<file path="src/rtl/suma_serial.sv">
// suma_serial: bit-serial LSB-first adder with start/busy/done handshake
module suma_serial #(
  parameter int WIDTH = 4
) (
  input  logic             clk,
  input  logic             rst,
  input  logic             start,
  input  logic [WIDTH-1:0] A,
  input  logic [WIDTH-1:0] B,
  output logic [WIDTH-1:0] S,
  output logic             Cout,
  output logic             s_bit,
  output logic             busy,
  output logic             done
);
  localparam int CW = $clog2(WIDTH);
  typedef enum logic [1:0] {IDLE, RUN, DONE} state_t;
  state_t           state;
  logic [WIDTH-1:0] a_r, b_r, res;
  logic             carry;
  logic [CW-1:0]    cnt;
  assign s_bit = (state == RUN) & (a_r[0] ^ b_r[0] ^ carry);
  always_ff @(posedge clk) begin
    if (rst) begin
      state <= IDLE;
      a_r   <= '0;
      b_r   <= '0;
      res   <= '0;
      carry <= 1'b0;
      cnt   <= '0;
      S     <= '0;
      Cout  <= 1'b0;
      busy  <= 1'b0;
      done  <= 1'b0;
    end else begin
      done <= 1'b0;
      if (state == RUN) begin
        carry <= (a_r[0] & b_r[0]) | (carry & (a_r[0] ^ b_r[0]));
        a_r   <= a_r >> 1;
        b_r   <= b_r >> 1;
        res   <= {s_bit, res[WIDTH-1:1]};
        cnt   <= cnt + 1'b1;
        if (cnt == CW'(WIDTH - 1)) begin
          state <= DONE;
          busy  <= 1'b0;
        end
      end else begin
        if (state == DONE) begin
          S    <= res;
          Cout <= carry;
          done <= 1'b1;
        end
        if (start) begin
          state <= RUN;
          busy  <= 1'b1;
          a_r   <= A;
          b_r   <= B;
          carry <= 1'b0;
          cnt   <= '0;
        end else begin
          state <= IDLE;
        end
      end
    end
  end
endmodule

</file>
<file path="config.mk">
export PLATFORM = sky130hd
export DESIGN_NAME = suma_serial
export DESIGN_NICKNAME = d
export VERILOG_FILES = /design/src/rtl/suma_serial.sv
export SDC_FILE = /design/constraint.sdc
export NUM_CORES = 1
export LEC_CHECK = 0
export ABC_AREA = 1
export CAP_MARGIN = 40
export CORE_ASPECT_RATIO = 1.25
export CORE_UTILIZATION = 44
export DETAILED_ROUTE_END_ITERATION = 6
export PLACE_DENSITY = 0.73
export SETUP_SLACK_MARGIN = 0.2
export SLEW_MARGIN = 20
export SYNTH_ARGS = -nofsm -noshare
export SYNTH_HDL_FRONTEND = slang
export SYNTH_SLANG_ARGS = --single-unit
</file>
<file path="constraint.sdc">
create_clock -name clk -period 1.3 [get_ports clk]
set_clock_uncertainty 0.05 [all_clocks]
set_input_delay 0.325 -clock clk [delete_from_list [all_inputs] [get_ports clk]]
set_output_delay 0.325 -clock clk [all_outputs]
set_load 0.05 [all_outputs]
</file>
==> reports/summary.md <==
Summing over every cut layer, the via total after detailed routing is 906. The proportion of synthesized chip area in sequential cells is 50.3%. The power density normalized to cell area works out to 966 nW/um^2. STA classifies the critical path startpoint as a flop. The port buffer count was 18; the pre-CTS worst setup slack was -221 ps.

Measured in cells, the most critical reg-to-reg path has a length of 4. The layout overhead on the synthesized area was 53.6%; the share of final-layout standard cells stronger than drive strength 1 was 31.7%. The clock passes through at most 2 buffers. During I/O placement, the number of pins put on the boundary was 19. The total CTS buffers is 3, and the starting DRC count in detailed routing is 16. Subtracting the final worst setup slack from the clock period gives 1890 ps. The adder-cell share of the synthesized area is 3.41%.

Number of flip-flops and latches in the synthesized netlist: 24. The setup path with the least slack is of type reg -> out. Summing the areas of all xor and xnor instances in the mapped netlist gives 0% of the synthesized area.

The floorplan has 18 rows. The run gives 133 as the count of filler cells inserted in the layout. The DRC violations left was 1; the via count of the first global-routing pass was 841. Ranked by total cell area, the synthesized netlist is headed by sky130_fd_sc_hd__dfxtp_1 50%, sky130_fd_sc_hd__nand2_1 9.8%, sky130_fd_sc_hd__nand3_1 9.4%. The portion of synthesized area spent on multiplexers is 0%. For the worst setup path, the data arrival time is 1510 ps. Endpoint of the worst-slack reg-to-reg timing path: res[3]$_SDFFE_PP0P_.

The area fraction in and, or, nand and nor cells after synthesis works out to 29.8%. Once layout is complete, the cells apart from fillers number 181. After clock tree synthesis, the clock-pin slew on the worst setup and hold paths is 130 ps.

The tool flagged a number of max-cap violations equal to 0. The run finished, with violations left. The first global-routing pass estimated 3330 microns of wire. IR analysis of the VDD net gives a maximum drop of 0.612 mV. The number of diodes added for antenna fixing was 0. The run gives 0.791 as the global placement routability congestion. The number of warnings reported in the yosys synthesis log was 0. Headroom to the max-slew limit came out at 85.8%. The setup slack of the most critical reg-to-reg path is -30 ps. The slack of the critical path came out at -585 ps. The logs give 24 for the count of clock tree sinks and 0 for the final-report max-slew violation count. Setup repair after global routing could not meet its margin everywhere.

In this run the remaining antenna-violating nets after routing total 0. The tools report the H-tree depth reported by CTS as 1. At the pin with the least slew margin, the transition time is 213 ps. The final reports fail on DRC, setup timing. Hold repair after CTS inserted 0 buffers.

The maximum fanout encountered on the critical timing path was 2; the count of TritonRoute iterations in the first routing pass was 6. The clock latency on the worst-skew pair was 300 ps. In this run the cell area measured after placement is 1300 sq um.

After synthesis, the largest area contributor takes up 50.3% of total cell area. The final setup violation count is 3. Entering global routing, the biggest net connects 19 pins. Hold is met by 419 ps. In the routed layout, each cell is associated on average with a via count of 5.01.

At the end of the flow the core is filled with cells to 73.2%. The count of different cell masters after synthesis came out at 14. Based on the critical path, the design can be clocked at up to 530 MHz. Synthesized net count: 139. The mean cell area of the mapped netlist came out at 7.58 sq um. The worst hold path belongs to the class reg -> reg.

On the worst path, the slowest cell contributes a delay of 480 ps. The tools report the initial antenna violation count as 0. The nature of the critical path endpoint is an output pin. The tools report the floorplan die area as 2360 sq um. The cell type with the largest total area after synthesis is sky130_fd_sc_hd__dfxtp_1.

The complex-gate fraction of the synthesized area was 8.39%. The critical path starts at b_r[0]$_SDFFE_PP0P_. Data on the critical path is required at its endpoint by 930 ps. In this run the worst setup path terminates at s_bit. Fraction of the cycle the final worst path needs: 145%. The logs give 2130 microns for the total wire length and 0 for the final global-route overflow total. The cell with the largest stage delay on the worst path was sky130_fd_sc_hd__fa_1.

In this run the vertical extent of the chip is 54.1 microns. Count of nets after finishing: 175. TritonCTS built the clock tree.

In this run the cell area of the synthesized design comes to 955 sq um. Post-placement cell count: 171. The critical path goes through fa_1 -> nand2_2 -> clkinvlp_4 -> buf_12. Summing all non-filler instances in the final layout gives an area of 1470 sq um. The post-synthesis instance total is 126, and the half-perimeter wire length after placement is 1400 microns.

In this run the static leakage power is 0.685 nW. The root buffer cell chosen for the clock tree is sky130_fd_sc_hd__clkbuf_4. In the global route stage, overall resource usage came out at 18.1%. In this run the critical register-to-register path is launched from b_r[0]$_SDFFE_PP0P_. The floorplan step set the die width to 43.7 microns.

The number of hold violations in the final report is 0, and the effective utilization at floorplan is 47.6%. By area, the combinational part of the netlist is dominated by simple AND/OR/NAND/NOR gates. After floorplanning, the core was sized to cover 2000 sq um. The tools report the origin of the worst min-delay path as a_r[3]$_SDFFE_PP0P_. In the final timing run, aggregate negative setup slack is -613 ps. After layout, the design draws a total of 1.42 mW. The average routed wire per standard cell came out at 11.8 microns.
where the power goes:
group          leakage, nW  total [mW]  internal [mW]  switching, mW
Combinational        0.463       0.251          0.131          0.119
Clock               0.0210       0.375          0.170          0.204
Sequential           0.200       0.792          0.768         0.0234
synthesized netlist by cell type:
library cell / n
sky130_fd_sc_hd__buf_6: 1
sky130_fd_sc_hd__nand3_1: 18
sky130_fd_sc_hd__nand2_2: 1
sky130_fd_sc_hd__buf_2: 2
sky130_fd_sc_hd__a21oi_1: 7
sky130_fd_sc_hd__nor2_1: 22
sky130_fd_sc_hd__dfxtp_1: 24
sky130_fd_sc_hd__nor2_4: 1
sky130_fd_sc_hd__buf_4: 1
sky130_fd_sc_hd__nand2_1: 25
sky130_fd_sc_hd__inv_1: 13
sky130_fd_sc_hd__ha_1: 1
sky130_fd_sc_hd__o21ai_0: 9
sky130_fd_sc_hd__fa_1: 1
registers in the layout (all words and copies together), names as in the netlist:
name and count:
S 4, a_r 4, b_r 4, res 4, cnt 2, state 2
Cout 1, busy 1, carry 1, done 1
cell type report:
cell class,instances,area [sq um],share of cell area [%]
well taps,20,25.0,1.71
repair buffers,35,427,29.1
multi-input cells,85,433,29.5
inverters,13,52.6,3.58
clock buffers,4,36.3,2.47
flip-flops and latches,24,493,33.6
worst min-delay path by stage:
stage | end | slack [ps] | depth (start not counted)
global placement | cnt[0]$_SDFFE_PP0P_ | 390 | 1
finish | a_r[3]$_SDFFE_PP0P_ | 420 | 2
floorplan | carry$_SDFFE_PP0P_ | 340 | 1
global route | state[0]$_SDFFE_PP0P_ | 440 | 4
detailed placement | a_r[3]$_SDFFE_PP0P_ | 400 | 2
CTS | a_r[3]$_SDFFE_PP0P_ | 420 | 2
per-layer routing:
layer | share of wire, % | global-route usage (%) | vias to the layer above
li1 | - | - | 469
met1 | 45 | 21.3 | 420
met2 | 51 | 33.1 | 15
met3 | 3.3 | 2.68 | 2
met4 | 0.70 | 6.25 | 0
met5 | 0 | 0 | -
kinds of logic after synthesis:
logic type	Yosys count
fa+ha+maj	2
buf+inv	17
flops	24
simple gates	67
compound gates	16
cell usage in the layout, fill, tap and decap left out, drive strengths merged:
cell type      count
dfxtp             24
clkdlybuf4s50      9
buf               24
nand2             26
o21ai              9
fa                 1
dlymetal6s2s       1
a21oi              7
inv               12
clkbuf             5
nor2              23
ha                 1
clkinvlp           1
nand3             18
repair_timing:
action                                  CTS  global route
buffers inserted                          0             5
cloned                                    0             1
pin swaps                                 0             2
gates resized for setup                  10            21
endpoints found under the setup margin   22            30
worst max-delay path: cells and delay by family (launching register included):
| kind | cells | cell delay, ps |
|---|---|---|
| AND/OR/NAND/NOR | 1 | 110 |
| buffers and inverters | 2 | 250 |
| flip-flops | 1 | 360 |
| adder cells (fa/ha/maj) | 1 | 480 |
Note: power is estimated with default switching activity, not from simulation.
